===== config.mk =====
export PLATFORM = sky130hd
export DESIGN_NAME = stack_sequencer
export DESIGN_NICKNAME = d
export VERILOG_FILES = /design/src/rtl/stack_sequencer.sv
export SDC_FILE = /design/constraint.sdc
export NUM_CORES = 1
export LEC_CHECK = 0
export BUFFER_PORTS_ARGS = -buffer_cell sky130_fd_sc_hd__buf_2
export CORE_UTILIZATION = 54
export DETAILED_ROUTE_END_ITERATION = 8
export GPL_ROUTABILITY_DRIVEN = 0
export PLACE_DENSITY = 0.81
export SLEW_MARGIN = 10
export SYNTH_ARGS = -nofsm -noshare
export SYNTH_HDL_FRONTEND = slang
export SYNTH_SLANG_ARGS = --single-unit

===== constraint.sdc =====
create_clock -name c_CLOCK -period 3.8 [get_ports c_CLOCK]
set_input_delay 0.19 -clock c_CLOCK [delete_from_list [all_inputs] [get_ports c_CLOCK]]
set_output_delay 0.19 -clock c_CLOCK [all_outputs]
set_load 0.005 [all_outputs]

===== src/rtl/stack_sequencer.sv =====
// rtl/stack_sequencer.sv - push/pop/peek sequencer for the parameter and return stacks
// Drives one memory access and one stack-pointer write-back per accepted operation.
module stack_sequencer #(
  parameter logic [15:0] P_BASE  = 16'd48,
  parameter logic [15:0] P_LIMIT = 16'd56,
  parameter logic [15:0] R_BASE  = 16'd56,
  parameter logic [15:0] R_LIMIT = 16'd64
) (
  input  logic        c_CLOCK,
  input  logic        c_RESETn,
  input  logic        i_START,
  input  logic [1:0]  i_OP,
  input  logic        i_SEL,
  input  logic [15:0] i_TOS,
  input  logic [15:0] i_PSP,
  input  logic [15:0] i_RSP,
  output logic        o_MREQ,
  output logic        o_MWE,
  output logic [15:0] o_MADDR,
  output logic [15:0] o_MDATA,
  input  logic        i_MACK,
  input  logic [15:0] i_MDATA,
  output logic [3:0]  o_WADDR,
  output logic [15:0] o_WDATA,
  output logic        o_WRITE,
  output logic [15:0] o_RESULT,
  output logic        o_BUSY,
  output logic        o_DONE,
  output logic        o_ERR
);

  typedef enum logic [1:0] {
    S_IDLE = 2'd0,
    S_MEM  = 2'd1,
    S_WB   = 2'd2,
    S_DONE = 2'd3
  } state_t;

  localparam logic [1:0] OP_NOP  = 2'b00;
  localparam logic [1:0] OP_PUSH = 2'b01;
  localparam logic [1:0] OP_PEEK = 2'b11;

  state_t      r_state;
  logic [1:0]  r_op;
  logic        r_sel;
  logic [15:0] r_sp;

  logic [15:0] w_sp;
  logic [15:0] w_base;
  logic [15:0] w_limit;
  logic        w_is_push;
  logic        w_bound_err;
  logic [15:0] w_addr;
  logic [15:0] w_new_sp;

  // Pointers address the next free slot, so reads target SP-1.
  assign w_sp        = i_SEL ? i_RSP : i_PSP;
  assign w_base      = i_SEL ? R_BASE : P_BASE;
  assign w_limit     = i_SEL ? R_LIMIT : P_LIMIT;
  assign w_is_push   = (i_OP == OP_PUSH);
  assign w_bound_err = w_is_push ? (w_sp >= w_limit) : (w_sp <= w_base);
  assign w_addr      = w_is_push ? w_sp : (w_sp - 16'd1);
  assign w_new_sp    = (r_op == OP_PUSH) ? (r_sp + 16'd1) : (r_sp - 16'd1);

  always_ff @(posedge c_CLOCK or negedge c_RESETn) begin
    if (!c_RESETn) begin
      r_state  <= S_IDLE;
      r_op     <= OP_NOP;
      r_sel    <= 1'b0;
      r_sp     <= 16'd0;
      o_MREQ   <= 1'b0;
      o_MWE    <= 1'b0;
      o_MADDR  <= 16'd0;
      o_MDATA  <= 16'd0;
      o_WADDR  <= 4'd0;
      o_WDATA  <= 16'd0;
      o_WRITE  <= 1'b0;
      o_RESULT <= 16'd0;
      o_BUSY   <= 1'b0;
      o_DONE   <= 1'b0;
      o_ERR    <= 1'b0;
    end else begin
      case (r_state)
        S_IDLE: begin
          if (i_START && (i_OP != OP_NOP)) begin
            r_op   <= i_OP;
            r_sel  <= i_SEL;
            r_sp   <= w_sp;
            o_BUSY <= 1'b1;
            if (w_bound_err) begin
              o_ERR   <= 1'b1;
              o_DONE  <= 1'b1;
              r_state <= S_DONE;
            end else begin
              o_ERR   <= 1'b0;
              o_MREQ  <= 1'b1;
              o_MWE   <= w_is_push;
              o_MADDR <= w_addr;
              o_MDATA <= i_TOS;
              r_state <= S_MEM;
            end
          end
        end

        S_MEM: begin
          if (i_MACK) begin
            o_MREQ  <= 1'b0;
            o_MWE   <= 1'b0;
            o_MADDR <= 16'd0;
            o_MDATA <= 16'd0;
            if (r_op != OP_PUSH) begin
              o_RESULT <= i_MDATA;
            end
            // PEEK leaves the pointer alone, so it skips write-back.
            if (r_op == OP_PEEK) begin
              o_DONE  <= 1'b1;
              r_state <= S_DONE;
            end else begin
              o_WRITE <= 1'b1;
              o_WADDR <= r_sel ? 4'd2 : 4'd1;
              o_WDATA <= w_new_sp;
              r_state <= S_WB;
            end
          end
        end

        S_WB: begin
          o_WRITE <= 1'b0;
          o_WADDR <= 4'd0;
          o_WDATA <= 16'd0;
          o_DONE  <= 1'b1;
          r_state <= S_DONE;
        end

        S_DONE: begin
          o_DONE  <= 1'b0;
          o_BUSY  <= 1'b0;
          r_state <= S_IDLE;
        end

        default: begin
          o_MREQ  <= 1'b0;
          o_MWE   <= 1'b0;
          o_MADDR <= 16'd0;
          o_MDATA <= 16'd0;
          o_WRITE <= 1'b0;
          o_WADDR <= 4'd0;
          o_WDATA <= 16'd0;
          o_DONE  <= 1'b0;
          o_BUSY  <= 1'b0;
          r_state <= S_IDLE;
        end
      endcase
    end
  end

endmodule


Word-level counts from Yosys, hierarchy flattened
Cells that the tools add are included.
{ "op_classes": {"n_addsub": 3, "n_lt_le_gt_ge": 2, "eq_ne": 13, "n_mux": 43, "n_reduce_logical": 13} }
{ "op_table": {"columns": ["cell", "n"], "rows": [
  ["16-bit 2-to-1 mux", 10],
  ["16-bit case mux with 2 select lines", 3],
  ["16-bit by 1-bit subtractor with 16-bit output, second input constant", 2],
  ["16-bit by 1-bit adder with 16-bit output, second input constant", 1],
  ["16-bit by 7-bit greater-or-equal comparator with 1-bit output", 1],
  ["16-bit by 6-bit less-or-equal comparator with 1-bit output", 1],
  ["1-bit 2-to-1 mux", 15],
  ["4-bit 2-to-1 mux", 3],
  ["2-bit != test, second input constant", 6],
  ["2-bit 2-to-1 mux", 4],
  ["1-bit case mux with 2 select lines", 4],
  ["2-bit case mux with 4 select lines", 1],
  ["4-bit case mux with 2 select lines", 1],
  ["4-bit AND reduction", 2],
  ["2-bit nonzero test", 4],
  ["7-bit 2-to-1 mux", 1],
  ["2-bit by 1-bit == test with 1-bit output, second input constant", 3],
  ["2-bit == test, second input constant", 3],
  ["2-bit AND reduction", 3],
  ["3-bit AND reduction", 2],
  ["1-bit case mux with 4 select lines", 1],
  ["2-bit zero test", 1],
  ["2-bit by 1-bit != test with 1-bit output, second input constant", 1],
  ["1-bit logical AND", 1]
]} }
{ "totals": {"regBits": 95, "inputBits": 71, "output_inout_bits": 74, "word_cells": 89} }

Longest topological paths before layout
Gate-level depths: netlist (run 1).
{ "logic_depth": {"depth_word": 6, "depth_mapped": 15, "depth_no_buf": 9} }

Least setup slack after synthesis (run 1)
Ideal clock, no wire load.
{ "synth_timing": {"path_type": "input to register", "startpoint": "input i_SEL", "endpoint": "register o_MADDR[1]", "setup_ps": 86, "t_arrival_ps": 2871, "required_ps": 3714, "slack_ps": 843, "stages": 15, "path_buffers": 6, "path_cell_list": "buf_6 -> buf_2 -> buf_4 -> buf_2 -> mux2i_1 -> inv_1 -> ha_1 -> a211oi_1 -> nand2_1 -> a21oi_1 -> a21oi_1 -> or3_1 -> buf_2 -> buf_4 -> o221ai_2"} }
{ "synth_rtl": {"columns": ["element", "line_no", "text"], "rows": [
  ["from (decl)", "13", "input logic i_SEL,"],
  ["16-bit 2-to-1 mux *", "57", "assign w_sp = i_SEL ? i_RSP : i_PSP;"],
  ["named net w_sp[5]", "48", "logic [15:0] w_sp;"],
  ["16-bit by 6-bit less-or-equal comparator with 1-bit output / 16-bit by 7-bit greater-or-equal comparator with 1-bit output (equally long branches)", "61", "assign w_bound_err = w_is_push ? (w_sp >= w_limit) : (w_sp <= w_base);"],
  ["1-bit 2-to-1 mux *", "61", null],
  ["2-bit != test (no line) *", null, null],
  ["4-bit AND reduction (no line) *", null, null],
  ["to (signal assigned)", "98", "o_MADDR <= w_addr;"],
  ["to (decl)", "19", "output logic [15:0] o_MADDR,"]
]} }
Mark *: on every way through the listed nets, which the timed path passes. The rest lies on a longest branch. The select of a mux whose other input is x is not followed.
A chain may end at the register's enable or synchronous reset.

Worst setup path in the final report (run 1)
{ "layout_timing": {"startpoint": "register r_op[1]", "endpoint": "register o_WDATA[13]"} }
{ "layout_via": {"elab_chain_len": 5} }
{ "layout_rtl": {"columns": ["element", "line_no", "text"], "rows": [
  ["from (decl)", "44", "logic [1:0] r_op;"],
  ["from (signal assigned)", "86", "r_op <= i_OP;"],
  ["2-bit by 1-bit == test with 1-bit output", "63", "assign w_new_sp = (r_op == OP_PUSH) ? (r_sp + 16'd1) : (r_sp - 16'd1);"],
  ["16-bit 2-to-1 mux", "63", null],
  ["16-bit 2-to-1 mux", "115", "if (r_op == OP_PEEK) begin"],
  ["16-bit 2-to-1 mux", "106", "if (i_MACK) begin"],
  ["16-bit case mux with 2 select lines", "83", "case (r_state)"],
  ["to (signal assigned)", "121", "o_WDATA <= w_new_sp;"],
  ["to (decl)", "24", "output logic [15:0] o_WDATA,"]
]} }
Several ways; a longest one is shown, not always the timed one. The select of a mux whose other input is x is not followed.

==> flow_metrics.env, run 1 <==
export IMPL_status="complete, no violations"
export IMPL_areaGrowthSynthToFinish_pct=17.4
export IMPL_syn_area_per_cell_sq_um=9.64
export IMPL_yosysMostFrequentCell="dfrtp_1"
export IMPL_yosys_register_bits=93
export IMPL_hold_class="input port to flip-flop"
export IMPL_yosys_warnings=0
export IMPL_cp_cell_sequence="nand2b_1, ha_1, o21a_1, o2111ai_1, or3b_2, a41oi_1, nor4b_1, a211o_1"
export IMPL_fin_area_sq_um=6640
export IMPL_die_area_sq_um=10900
export IMPL_initial_core_util_pct=56.8
export IMPL_coreArea_sq_um=9950
export IMPL_crit_buf_inv=0
export IMPL_n_antenna_cell=0
export IMPL_grt_pass1_wl_um=23500
export IMPL_slowest_stage="ha_1"
export IMPL_clock_path_buffers=2
export IMPL_dp_hpwl_um=10500
export IMPL_wirelength_um=13700
export IMPL_die_h_um=104
export IMPL_switchingPower_mw=2.48
export IMPL_antenna_found_initial=0
export IMPL_synth_area_top_cells="dfrtp_1 41%, nand2_1 6.1%, ha_1 5.1%, o221ai_2 5.0%, mux2_2 4.2%"
export IMPL_synthCells=587
export IMPL_critPathKind="flip-flop to flip-flop"
export IMPL_yosysSeqAreaShare_pct=41.1
export IMPL_port_buffers=142
export IMPL_setup_viol=0
export IMPL_end_kind="flip-flop"
export IMPL_clk_latency_ns=0.37
export IMPL_layout_drive_gt1_share_pct=29.6
export IMPL_vias=4917
export IMPL_pwr_share_comb_pct=58.3
export IMPL_fin_setup_tns_ns=0
export IMPL_leakage_nw=3.17
export IMPL_worstPathRequired_ns=4.05
export IMPL_slew_viol_final=0
export IMPL_layout_min_cycle_time_ns=3.01
export IMPL_ys_flop_type="dfrtp_1"
export IMPL_viasPerCell=5.75
export IMPL_drt_initial_drc_count=215
export IMPL_grt_util_all_layers_pct=26.5
export IMPL_tightest_slew_ns=0.859
export IMPL_whs_ns=0.0518
export IMPL_finalPower_mw=5.72
export IMPL_powerDensity_nw_per_um2=862
export IMPL_post_cts_resize_count=0
export IMPL_synth_area_sq_um=5660
export IMPL_ys_types=59
export IMPL_max_slew_margin_pct=42.8
export IMPL_synth_top_cell_area_share_pct=41.1
export IMPL_ys_async_sr_fraction_pct=100
export IMPL_min_delay_start="i_MDATA[1]"
export IMPL_grt_max_degree=68
export IMPL_critPathMaxFanout=17
export IMPL_synth_edff_count=0
export IMPL_ir_drop_uv=354
export IMPL_cts_tree="yes"
export IMPL_clkTransAtPathRegs_ns=0.09
export IMPL_postPlaceCellArea_sq_um=6440
export IMPL_rsz0062_at_grt="false"
export IMPL_cp_top_family="simple AND/OR/NAND/NOR gates"
export IMPL_ant_nets=0
export IMPL_grt_pass1_vias=4946
export IMPL_firstDrtPassIters=5
export IMPL_synth_common_cells="93 x dfrtp_1, 92 x nand2_1, 37 x inv_1"
export IMPL_nets=814
export IMPL_htree_levels=3
export IMPL_fp_row_count=36
export IMPL_fin_crit_sh_pct=79.1
export IMPL_io_pins=145
export IMPL_fp_dieW_um=104
export IMPL_cap_violations=0
export IMPL_fmax_mhz=333
export IMPL_clock_skew_ns=0.0130
export IMPL_switching_share_pct=43.3
export IMPL_dp_cells=840
export IMPL_final_core_util_pct=66.7
export IMPL_cp_startpoint="r_op[1]"
export IMPL_yosysTopAreaCell="dfrtp_1"
export IMPL_worst_setup_path_start_kind="flip-flop"
export IMPL_cts_sinks=93
export IMPL_fin_ws_ns=0.793
export IMPL_cts_root_buffer="clkbuf_8"
export IMPL_arrival_ns=3.26
export IMPL_overflow=0
export IMPL_route_detailed_drc=0
export IMPL_worstReg2RegStart="r_op[1]"
export IMPL_numCtsBuffers=9
export IMPL_clockPowerShare_pct=11.4
export IMPL_pre_cts_slack_ns=0.601
export IMPL_cpPeakStageDelay_ns=0.49
export IMPL_finalHoldViolCount=0
export IMPL_instances_no_fill=855
export IMPL_p_seq_share_pct=30.3
export IMPL_wl_per_cell_um=16.0
export IMPL_p_int_mw=3.25
area by class of cell:
cell class                      instances  area (sq um)
Sequential cell                        93          2330
Tap cell                              133           166
Timing Repair Buffer                  153           798
Fill cell                             847          3310
Inverter                               37           139
Multi-Input combinational cell        425          3020
Clock buffer                           11           141
Clock inverter                          3          47.5
power by group through the flow:
stage | clock network (mW) | logic [mW] | registers [mW]
2_1_floorplan | 0 | 2.39 | 1.74
3_3_place_gp | 0 | 3.19 | 1.73
3_5_place_dp | 0 | 3.33 | 1.75
4_1_cts | 0.666 | 3.34 | 1.74
5_1_grt | 0.706 | 3.72 | 1.80
6_report | 0.654 | 3.34 | 1.73
layout by cell type (no fill, tap or decap), types with 17 or more instances in the layout:
cell / netlist / layout
mux2i_1: 17 / 17
ha_1: 23 / 23
o221ai_2: 19 / 19
buf_2: 5 / 141
nor2_1: 23 / 22
nand2_1: 92 / 92
o21ai_0: 32 / 32
dfrtp_1: 93 / 93
nor3_1: 17 / 17
inv_1: 37 / 37
mux2_2: 21 / 21
logic make-up (layout without fill, tap and decap cells):
kind of cell	count (synthesis)	count (layout)	synth area share (%)
simple gates	202	202	17.6
compound gates	138	138	19.8
flops	93	93	41.1
buf+inv	70	204	5.55
mux	38	38	7.19
fa+ha+maj	24	24	5.44
xor+xnor	21	21	3.25
other cells	1	2	0.0663
routing by layer:
| layer | routed length (um) | up-vias | global-route usage [%] | share of wire [%] |
|---|---|---|---|---|
| met5 | 0 | - | 0 | 0 |
| met4 | 349 | 0 | 11.8 | 2.6 |
| met3 | 788 | 25 | 5.14 | 5.8 |
| met2 | 6410 | 166 | 42.0 | 47 |
| met1 | 6130 | 2344 | 35.1 | 45 |
| li1 | - | 2382 | - | - |
worst paths after layout:
kind,endpoint,slack [ns],depth (start not counted)
setup / recovery,o_WDATA[13],0.79,8
hold / removal,o_RESULT[1],0.05,2
max in group asynchronous,r_sp[9],2.42,3
setup reg to reg,o_WDATA[13],0.79,8
min in group asynchronous,o_WDATA[15],0.46,2
hold reg to reg,o_WRITE,0.47,2
state kept, by name, summed over array words and instances (netlist names), 2 cells and up:
signal / flops
r_sp: 16
o_WDATA: 16
r_op: 2
o_RESULT: 16
o_MADDR: 16
o_WADDR: 2
r_state: 2
o_MDATA: 16
timing repair:
action,4_1_cts,5_1_grt
buffers inserted,0,0
hold buffers,1,0
endpoints found under the hold margin,66,0
endpoints found under the setup margin,0,0
Note: power is estimated with default switching activity, not from simulation.
==> run 2: changes to the inputs <==
--- a/config.mk
+++ b/config.mk
@@ -5,11 +5,12 @@
 export SDC_FILE = /design/constraint.sdc
 export NUM_CORES = 1
 export LEC_CHECK = 0
+export ABC_AREA = 1
 export BUFFER_PORTS_ARGS = -buffer_cell sky130_fd_sc_hd__buf_2
-export CORE_UTILIZATION = 54
+export CORE_UTILIZATION = 49
 export DETAILED_ROUTE_END_ITERATION = 8
 export GPL_ROUTABILITY_DRIVEN = 0
-export PLACE_DENSITY = 0.81
+export PLACE_DENSITY = 0.78
 export SLEW_MARGIN = 10
 export SYNTH_ARGS = -nofsm -noshare
 export SYNTH_HDL_FRONTEND = slang
==> constraint.sdc (replaced) <==
create_clock -name c_CLOCK -period 2.6 [get_ports c_CLOCK]
set_input_delay 0.13 -clock c_CLOCK [delete_from_list [all_inputs] [get_ports c_CLOCK]]
set_output_delay 0.13 -clock c_CLOCK [all_outputs]
set_load 0.005 [all_outputs]
==> run 2 against run 1 <==
  * Die area is 8.7% higher
  * Count of clock-buffer cells in the layout is 2 lower
  * Clock skew is 0.0067 ns lower
  * First-iteration DRC count is 79% higher
  * Global-route usage is 2.1 points lower
  * Total power is 49% higher
  * Critical path depth is 4 higher
  * Final cell count is 20% higher
  * Register-to-register slack worse by 0.46 ns
  * Flip-flop and latch count stayed put
  * Largest power group unchanged
==> flow_metrics.env, run 2 <==
export IMPL_r2r_end="o_WDATA[12]"
export IMPL_clkTransAtPathRegs_ns=0.07
export IMPL_clk_latency_ns=0.35
export IMPL_grt_busiest_layer="met2"
export IMPL_dp_cells=1005
export IMPL_drt_initial_drc_count=385
export IMPL_arrival_ns=2.50
export IMPL_ys_flop_type="dfrtp_1"
export IMPL_critPathMaxFanout=15
export IMPL_synth_fa_ha_area_share_pct=5.51
export IMPL_synth_top_family_by_area="simple AND/OR/NAND/NOR gates"
export IMPL_layout_min_cycle_time_ns=2.27
export IMPL_critPathKind="flip-flop to flip-flop"
export IMPL_crit_buf_inv=2
export IMPL_yosysTopAreaCell="dfrtp_1"
export IMPL_yosys_area_share_simple_pct=32.3
export IMPL_leakage_nw=3.74
export IMPL_whs_ns=0.0107
export IMPL_wl_per_cell_um=13.3
export IMPL_clock_path_buffers=2
export IMPL_wirelength_um=13600
export IMPL_yosys_warnings=0
export IMPL_synth_common_cells="267 x nand2_1, 93 x dfrtp_1, 54 x inv_1"
export IMPL_instances_no_fill=1022
export IMPL_nets=972
export IMPL_dp_hpwl_um=10200
export IMPL_coreArea_sq_um=11000
export IMPL_antenna_found_initial=0
export IMPL_io_pins=145
export IMPL_fmax_mhz=441
export IMPL_slew_viol_final=0
export IMPL_grt_use_met1_pct=32.3
export IMPL_finalPower_mw=8.55
export IMPL_htree_levels=3
export IMPL_n_antenna_cell=0
export IMPL_fin_crit_sh_pct=87.2
export IMPL_postCtsSetupBuffers=0
export IMPL_worstPathRequired_ns=2.83
export IMPL_rsz0062_at_grt="false"
export IMPL_status="complete, no violations"
export IMPL_viasPerCell=5.12
export IMPL_yosysSeqAreaShare_pct=41.6
export IMPL_clock_skew_ns=0.00631
export IMPL_final_common_cell="nand2_1"
export IMPL_most_common_layout_cells="267 x nand2_1, 141 x buf_2, 93 x dfrtp_1, 53 x inv_1, 49 x o21ai_0"
export IMPL_firstDrtPassIters=5
export IMPL_powerDensity_nw_per_um2=1270
export IMPL_worst_setup_path_start_kind="flip-flop"
export IMPL_r2r_slack_ns=0.33
export IMPL_initial_core_util_pct=50.9
export IMPL_die_area_sq_um=11800
export IMPL_synth_xor_area_share_pct=0.627
export IMPL_cap_violations=0
export IMPL_fin_setup_tns_ns=0
export IMPL_ant_nets=0
export IMPL_numCtsBuffers=9
export IMPL_cp_top_family="compound AO/OA/AOI/OAI gates"
export IMPL_synth_edff_count=0
export IMPL_syn_area_per_cell_sq_um=7.60
export IMPL_ys_types=40
export IMPL_port_buffers=142
export IMPL_yosys_register_bits=93
export IMPL_synthCells=736
export IMPL_layout_drive_gt1_share_pct=25.4
export IMPL_regArea_sq_um=2330
export IMPL_setup_viol=0
export IMPL_globalRouteMet3Util_pct=4.30
export IMPL_min_delay_start="i_MDATA[10]"
export IMPL_grt_pass1_wl_um=22500
export IMPL_finalHoldViolCount=0
export IMPL_grt_pass1_vias=4865
export IMPL_hold_class="input port to flip-flop"
export IMPL_slowest_stage="ha_1"
export IMPL_route_detailed_drc=0
export IMPL_cts_sinks=93
export IMPL_grt_max_degree=41
export IMPL_worstReg2RegStart="r_op[1]"
export IMPL_yosysMostFrequentCell="nand2_1"
export IMPL_overflow=0
export IMPL_tightest_slew_ns=0.516
export IMPL_max_slew_margin_pct=65.6
export IMPL_min_to="o_RESULT[10]"
export IMPL_die_h_um=109
export IMPL_fill_cells=1009
export IMPL_synth_compound_area_share_pct=9.58
export IMPL_muxShareOfSynthArea_pct=3.22
export IMPL_synth_area_sq_um=5590
export IMPL_cpMostUsedCell="nand2_1"
export IMPL_hold_depth=2
export IMPL_synth_top_cell_area_share_pct=41.6
export IMPL_synth_area_top_cells="dfrtp_1 42%, nand2_1 18%, ha_1 5.1%, o21ai_0 4.5%, inv_1 3.6%"
export IMPL_fp_row_count=38
export IMPL_grt_util_all_layers_pct=24.3
export IMPL_met2_usage_pct=39.9
export IMPL_ys_async_sr_fraction_pct=100
export IMPL_cp_cell_sequence="nor2_2, inv_2, ha_1, a21oi_1, o21ai_0, nand2_1, nand3_1, inv_1, o21bai_1, nand2_1, nand2_1, o21ai_0"
export IMPL_ir_drop_uv=606
export IMPL_cts_root_buffer="clkbuf_16"
export IMPL_multiInputGateArea_sq_um=2880
export IMPL_areaGrowthSynthToFinish_pct=20.5
export IMPL_end_kind="flip-flop"
export IMPL_fp_dieW_um=109
export IMPL_cts_tree="yes"
export IMPL_cpPeakStageDelay_ns=0.41
export IMPL_vias=5237
export IMPL_r2r_cells=12
run 2: cell types whose count changed in the layout (fill, tap and decap cells not counted), sizes merged, moves of 12 or more:
cell and change:
nand3b +14, o21ai +18, nand3 +35, nor4 -12, nand2 +191, o221ai -25, a21oi +16, mux2i -17
nor2 +33, inv +24, nor3 -12
run 2: worst max-delay path by stage:
stage / from / slack, ns / end / depth (start not counted)
floorplan: r_op[1] / 0.42 / o_WDATA[12] / 12
global placement: r_op[1] / 0.23 / o_WDATA[15] / 12
detailed placement: r_op[1] / 0.16 / o_WDATA[11] / 12
CTS: r_op[1] / 0.13 / o_WDATA[11] / 12
global route: r_op[0] / 0.10 / o_WDATA[12] / 13
finish: r_op[1] / 0.33 / o_WDATA[12] / 12
run 2: layout make-up:
| cell class | count | share of cell area, % |
|---|---|---|
| flip-flops and latches | 93 | 34.6 |
| multi-input cells | 557 | 42.7 |
| clock inverters | 7 | 1.19 |
| inverters | 59 | 3.33 |
| repair buffers | 157 | 12.3 |
| clock buffers | 9 | 3.34 |
| well taps | 140 | 2.60 |
run 2: cell families after synthesis:
family,after synthesis
AOI/OAI and AO/OA,97
xor gates and xnor gates,4
adders and majority gates,24
buffers and inverters,87
DFF,93
muxes,16
other,1
and+or+nand+nor,414
run 2: layer usage:
| metal | part of all wire, % | routed length (um) |
|---|---|---|
| met5 | 0 | 0 |
| met4 | 2.0 | 276 |
| met3 | 5.2 | 714 |
| met1 | 46 | 6260 |
| met2 | 47 | 6380 |
run 2: per-stage QoR:
step	cell area [sq um]	utilization [%]	setup slack (ns)
floorplan	5590	-	0.423
global placement	6420	58.4	0.234
detailed placement	6420	58.4	0.161
CTS	6730	61.3	0.130
global route	6740	61.3	0.104
finish	6740	61.3	0.332
run 2: worst register-to-register path: stages (launching register included):
cell,delay [ns]
dfrtp_1,0.39
nor2_2,0.21
inv_2,0.17
ha_1,0.41
a21oi_1,0.11
o21ai_0,0.26
nand2_1,0.08
nand3_1,0.13
inv_1,0.06
o21bai_1,0.16
nand2_1,0.07
nand2_1,0.05
o21ai_0,0.07
run 2: timing repair:
item | in CTS | in global routing
setup endpoints to repair | 0 | 10
hold buffers | 1 | 0
resized for setup | 0 | 3
hold endpoints to repair | 38 | 0
run 2: power by group:
group	total, mW	switching (mW)	internal [mW]	leakage (nW)
registers	2.53	0.362	2.17	1.15
logic	4.66	2.81	1.85	2.43
clock network	1.36	0.600	0.761	0.149
total	8.55	3.77	4.78	3.74
